`src/rtl/coin_credit_bcd.sv`:
```
// Coin credit accumulator with vend/refund handling and a sequential
// double-dabble BCD converter for the LCD path. Optional refund: REFUND_EN.
//
// Ports:
//   sys_clk, sys_rst_n    clock, async active-low reset
//   coin_pulse[CH_NUM]    one-cycle coin pulses, per channel
//   vend_req, vend_price  vend request level and price
//   vend_ack, vend_nak    vend outcome pulses
//   coin_reject           coins refused this cycle (would overflow credit)
//   coin_val_sum          current credit (binary)
//   sum_bcd, bcd_valid    last BCD conversion, update pulse
//   bcd_busy              conversion in progress
//   refund_req/val/done   only when REFUND_EN is defined
module coin_credit_bcd #(
  parameter int CH_NUM     = 3,
  parameter int SUM_W      = 11,
  parameter int DIGITS     = 4,
  parameter int CREDIT_MAX = 1999,
  parameter logic [CH_NUM*SUM_W-1:0] COIN_VALS =
    {11'd100, 11'd50, 11'd10}
) (
  input  logic                  sys_clk,
  input  logic                  sys_rst_n,
  input  logic [CH_NUM-1:0]     coin_pulse,
  input  logic                  vend_req,
  input  logic [SUM_W-1:0]      vend_price,
`ifdef REFUND_EN
  input  logic                  refund_req,
  output logic [SUM_W-1:0]      refund_val,
  output logic                  refund_done,
`endif
  output logic                  vend_ack,
  output logic                  vend_nak,
  output logic                  coin_reject,
  output logic [SUM_W-1:0]      coin_val_sum,
  output logic [4*DIGITS-1:0]   sum_bcd,
  output logic                  bcd_valid,
  output logic                  bcd_busy
);

  localparam int AW    = SUM_W + $clog2(CH_NUM + 1) + 1;
  localparam int CNT_W = $clog2(SUM_W);
  localparam int BW    = 4 * DIGITS;

  typedef enum logic [1:0] {IDLE, SHIFT, DONE} state_t;

  logic [SUM_W-1:0] credit;
  logic [SUM_W-1:0] credit_d;
  logic [SUM_W-1:0] base;
  logic [AW-1:0]    add;
  logic [AW-1:0]    total;
  logic             vend_req_d;
  logic             vend_edge;
  logic             refund_edge;
  logic             ack_d;
  logic             nak_d;
  logic             rej_d;
  logic             chg;

  state_t           state;
  state_t           state_d;
  logic             pending;
  logic [SUM_W-1:0] snap;
  logic [BW-1:0]    bcd;
  logic [BW-1:0]    bcd_adj;
  logic [CNT_W-1:0] cnt;

  assign vend_edge    = vend_req & ~vend_req_d;
  assign coin_val_sum = credit;
  assign bcd_busy     = (state != IDLE);

`ifdef REFUND_EN
  logic refund_req_d;

  assign refund_edge = refund_req & ~refund_req_d;

  always_ff @(posedge sys_clk or negedge sys_rst_n) begin
    if (!sys_rst_n) begin
      refund_req_d <= 1'b0;
      refund_val   <= '0;
      refund_done  <= 1'b0;
    end else begin
      refund_req_d <= refund_req;
      refund_done  <= refund_edge;
      if (refund_edge) refund_val <= credit;
    end
  end
`else
  assign refund_edge = 1'b0;
`endif

  always_comb begin
    add = '0;
    for (int i = 0; i < CH_NUM; i++)
      if (coin_pulse[i])
        add = add + AW'(COIN_VALS[i*SUM_W +: SUM_W]);
  end

  // Vend compares against pre-coin credit; a refund
  // in the same cycle wins and the vend is refused.
  always_comb begin
    ack_d = 1'b0;
    nak_d = 1'b0;
    base  = credit;
    if (vend_edge) begin
      if (!refund_edge && credit >= vend_price) begin
        ack_d = 1'b1;
        base  = credit - vend_price;
      end else begin
        nak_d = 1'b1;
      end
    end
    if (refund_edge) base = '0;
    total    = AW'(base) + add;
    rej_d    = (total > AW'(CREDIT_MAX));
    credit_d = rej_d ? base : total[SUM_W-1:0];
  end

  always_ff @(posedge sys_clk or negedge sys_rst_n) begin
    if (!sys_rst_n) begin
      credit      <= '0;
      vend_req_d  <= 1'b0;
      vend_ack    <= 1'b0;
      vend_nak    <= 1'b0;
      coin_reject <= 1'b0;
      chg         <= 1'b0;
    end else begin
      credit      <= credit_d;
      vend_req_d  <= vend_req;
      vend_ack    <= ack_d;
      vend_nak    <= nak_d;
      coin_reject <= rej_d;
      chg         <= (credit_d != credit);
    end
  end

  always_comb begin
    bcd_adj = bcd;
    for (int d = 0; d < DIGITS; d++)
      if (bcd[d*4 +: 4] >= 4'd5)
        bcd_adj[d*4 +: 4] = bcd[d*4 +: 4] + 4'd3;
  end

  always_comb begin
    state_d = state;
    unique case (state)
      IDLE:    if (chg || pending) state_d = SHIFT;
      SHIFT:   if (cnt == CNT_W'(SUM_W - 1)) state_d = DONE;
      DONE:    state_d = IDLE;
      default: state_d = IDLE;
    endcase
  end

  // chg flags a credit update on the previous edge; one seen
  // mid-conversion is remembered and served once back in IDLE.
  always_ff @(posedge sys_clk or negedge sys_rst_n) begin
    if (!sys_rst_n) begin
      state     <= IDLE;
      pending   <= 1'b0;
      snap      <= '0;
      bcd       <= '0;
      cnt       <= '0;
      sum_bcd   <= '0;
      bcd_valid <= 1'b0;
    end else begin
      state     <= state_d;
      bcd_valid <= 1'b0;
      unique case (state)
        IDLE: begin
          if (chg || pending) begin
            snap    <= credit;
            bcd     <= '0;
            cnt     <= '0;
            pending <= 1'b0;
          end
        end
        SHIFT: begin
          bcd  <= {bcd_adj[BW-2:0], snap[SUM_W-1]};
          snap <= snap << 1;
          cnt  <= cnt + CNT_W'(1);
          if (chg) pending <= 1'b1;
        end
        DONE: begin
          sum_bcd   <= bcd;
          bcd_valid <= 1'b1;
          if (chg) pending <= 1'b1;
        end
        default: ;
      endcase
    end
  end

endmodule

```
`config.mk`:
```
export PLATFORM = sky130hd
export DESIGN_NAME = coin_credit_bcd
export DESIGN_NICKNAME = d
export VERILOG_FILES = /design/src/rtl/coin_credit_bcd.sv
export SDC_FILE = /design/constraint.sdc
export NUM_CORES = 1
export LEC_CHECK = 0
export CORE_ASPECT_RATIO = 1.25
export CORE_MARGIN = 8
export CORE_UTILIZATION = 31
export DETAILED_ROUTE_END_ITERATION = 12
export DONT_BUFFER_PORTS = 1
export GPL_TIMING_DRIVEN = 0
export HOLD_SLACK_MARGIN = 0.05
export PLACE_DENSITY = 0.5
export SLEW_MARGIN = 20
export SYNTH_ARGS = -nofsm -noshare
export SYNTH_HDL_FRONTEND = slang
export SYNTH_SLANG_ARGS = --single-unit
```
`constraint.sdc`:
```
create_clock -name sys_clk -period 5.9 [get_ports sys_clk]
set_input_delay 1.77 -clock sys_clk [delete_from_list [all_inputs] [get_ports sys_clk]]
set_output_delay 1.77 -clock sys_clk [all_outputs]
set_load 0.05 [all_outputs]
```
==> impl_metrics.tcl <==
set metrics [dict create \
    wl_microns 11860 \
    power_per_cell_area_nw_per_um2 619.3 \
    clk_latency_ns 0.33 \
    busiest_layer "met2" \
    cap_viol_max_count 0 \
    cp_max_fo 6 \
    violations "negative setup slack" \
    path_cells "inv_1 -> ha_4 -> o211ai_1 -> a21oi_4 -> o21ai_4 -> a21o_1 -> buf_6 -> clkbuf_16 -> nand2_4 -> nand2_4 -> ha_4 -> fa_2 -> a211o_1 -> a2111o_1 -> o311ai_4 -> o211ai_1 -> a2111oi_2 -> a21oi_2 -> or2_4 -> clkbuf_16 -> nor2_1 -> a211o_1 -> nand4_1" \
    die_y_microns 152.9 \
    clk_pin_slew_worst_paths_ns 0.05 \
    post-dp-hpwl_microns 8976 \
    nFillCells 1464 \
    reg2reg_from "coin_val_sum[9]$_DFF_PN0_" \
    finClkSkew_ns 0.006271 \
    clockRootBuffer "clkbuf_16" \
    multi_input_area_sq_um 3033 \
    period_needed_ns 5.977 \
    dr.pass1.iters 4 \
    synth_area_leaders "dfrtp_1, ha_1, mux2_2" \
    clock.fmax_ghz 0.1673 \
    slew-limit-headroom_pct 37.99 \
    nNetsFinal 598 \
    area_growth_pct 25.27 \
    core-area_sq_um 14830 \
    ir_drop_v 0.0003241 \
    worstPathArrival_ns 6.15 \
    drc 0 \
    cts_tree "yes" \
    grt_pass1_wl_microns 19610 \
    avgSynthCellArea_sq_um 9.179 \
    outcome "complete, but fails checks" \
    cpMaxStageDelayCell "a2111o_1" \
    hold_viol 0 \
    leakagePower_nw 2.574 \
    num_rows 50 \
    synth_area_sq_um 4644 \
    hp-start "snap[9]$_DFFE_PN0P_" \
    gr-total-overflow 0 \
    yosysSeqAreaShare_pct 36.10 \
    clock_sinks 67 \
    grtUsageMet1_pct 13.10 \
    antenna_found_initial 0 \
    yosysWarnings 0 \
    syn-num-nets 561 \
    hold_path_depth 2 \
    drive_above_1_share_pct 24.45 \
    r2r_end "chg$_DFF_PN0_" \
    ys_top_cells_by_count "dfrtp_1, nand2_1, inv_1" \
    io_buffers 0 \
    maxSlewViolCount 0 \
    fin_ws_ns -0.07716 \
    fin_crit_sh_pct 101.3 \
    worst_pin_slew_ns 0.9302 \
    utilization_pct 39.24 \
    place_congestion 0.8761 \
    synth_cell_types 61 \
    drt_iter0_drc 148 \
    ys_async_sr_fraction_pct 100.0 \
    cts_buffers 9 \
    io_pins 49 \
    pre_cts_ws_ns -0.8632 \
    antenna_cells 0 \
    setup_tns_ns -0.1154 \
    cts_buffer_depth 2 \
    crit_type "primary input to register" \
    use_met3_pct 3.341 \
    hold_path_class "register to register" \
    grt_max_degree 68 \
    synth_edf_count 0 \
    vias 3717 \
    yosysMostFrequentCell "dfrtp_1" \
    track_usage_pct 12.68 \
    h-tree-depth 3 \
    initial_core_util_pct 31.32 \
    ant_nets 0 \
    critPathMaxStageDelay_ns 0.41 \
    reg2regPathDepth 23 \
    wl_per_cell_microns 16.25 \
    regArea_sq_um 1677 \
    die_x_microns 125.5 \
    critical_path.endpoint_type "register" \
    synth_area_leader_cell "dfrtp_1" \
    ys.flop_type "dfrtp_1" \
    ctsHoldBuffers 0 \
    required_ns 6.07 \
    grt_pass1_vias 3927 \
    synth_top_area_share_pct 36.10 \
    cp-start-kind "primary input" \
    r2r_slack_ns 0.47 \
    synth-seq-cells 67 \
    via_per_inst 5.092 \
    rsz0062_at_grt "true" \
    syn_inst 506 \
    finalSetupViolCount 2 \
    grt_util_met2_pct 24.21 \
    die_area_sq_um 19180 \
    hold_end "snap[9]$_DFFE_PN0P_" \
]
repair_timing:
| item | in CTS | in global routing |
|---|---|---|
| buffers inserted | 17 | 9 |
| pin swaps | 19 | 25 |
| gates cloned | 0 | 0 |
| setup endpoints to repair | 7 | 7 |
| resized for setup | 23 | 19 |
flip-flops by register name (all words and copies together), names as in the netlist:
register	count
coin_val_sum	11
chg	1
pending	1
vend_nak	1
cnt	4
state	2
snap	11
bcd	16
bcd_valid	1
coin_reject	1
vend_ack	1
vend_req_d	1
sum_bcd	16
through the flow:
stage	power, mW	std cells	cell area (sq um)	hold slack, ns
final	3.603	730	5818	0.4787
after global routing	3.873	730	5818	0.5104
after CTS	3.503	721	5662	0.4891
after detailed placement	2.705	688	5075	0.4774
after global placement	2.665	688	5075	0.4605
after floorplan	2.293	506	4847	0.4496
kinds of logic after synthesis:
kind of cell,share of synthesized area [%]
flip-flops,36.10
multiplexers,7.759
XOR/XNOR,5.657
AND/OR/NAND/NOR,14.92
AO/OA/AOI/OAI,19.26
buffers and inverters,5.738
adder cells (fa/ha/maj),10.56
critical path: cells and delay by family:
kind	cells	cell delay (ns)
compound gates	11	2.34
simple gates	5	0.71
fa+ha+maj	3	0.80
buf+inv	4	0.51
power breakdown:
group | internal [mW] | leakage, nW | total, mW | switching (mW)
sequential | 0.579 | 0.873 | 0.933 | 0.355
clock | 0.392 | 0.159 | 0.590 | 0.198
combinational | 0.980 | 1.54 | 2.08 | 1.10
total | 1.95 | 2.57 | 3.60 | 1.65
area by class of cell:
class                           count  area share, %
Timing Repair Buffer               26          3.355
Inverter                           48          3.699
Tap cell                          182          3.914
Multi-Input combinational cell    373          52.13
Buffer                             18          2.430
Clock buffer                       12          4.409
Sequential cell                    67          28.82
Clock inverter                      4          1.247
per-layer routing:
metal  part of all wire, %  wire, microns
met3                   3.9            458
met2                    55           6487
met4                   1.4            163
met5                     0              0
met1                    40           4751
cells in the final DEF (no fill, tap or decap), drive strengths merged, types with 5 or more instances in the layout:
master  count
nor2       31
dfrtp      67
a22o        6
buf        30
o21ai      47
xnor2      16
inv        48
a21o        7
nand2      55
ha         36
nor3        9
xor2       14
nand3       8
nand2b      9
mux2i       9
a222oi      5
clkbuf     26
a21oi      32
mux2       24
worst max-delay path by stage:
stage | from | endpoint | slack [ns] | cells past startpoint
3_3_place_gp | vend_price[6] | chg$_DFF_PN0_ | -0.81 | 24
6_report | vend_price[4] | chg$_DFF_PN0_ | -0.08 | 23
4_1_cts | vend_price[6] | chg$_DFF_PN0_ | -0.07 | 24
5_1_grt | vend_price[4] | chg$_DFF_PN0_ | -0.29 | 24
2_1_floorplan | vend_price[8] | chg$_DFF_PN0_ | -0.17 | 22
3_5_place_dp | vend_price[6] | chg$_DFF_PN0_ | -0.86 | 22
Power figures use the tool's default switching activity.
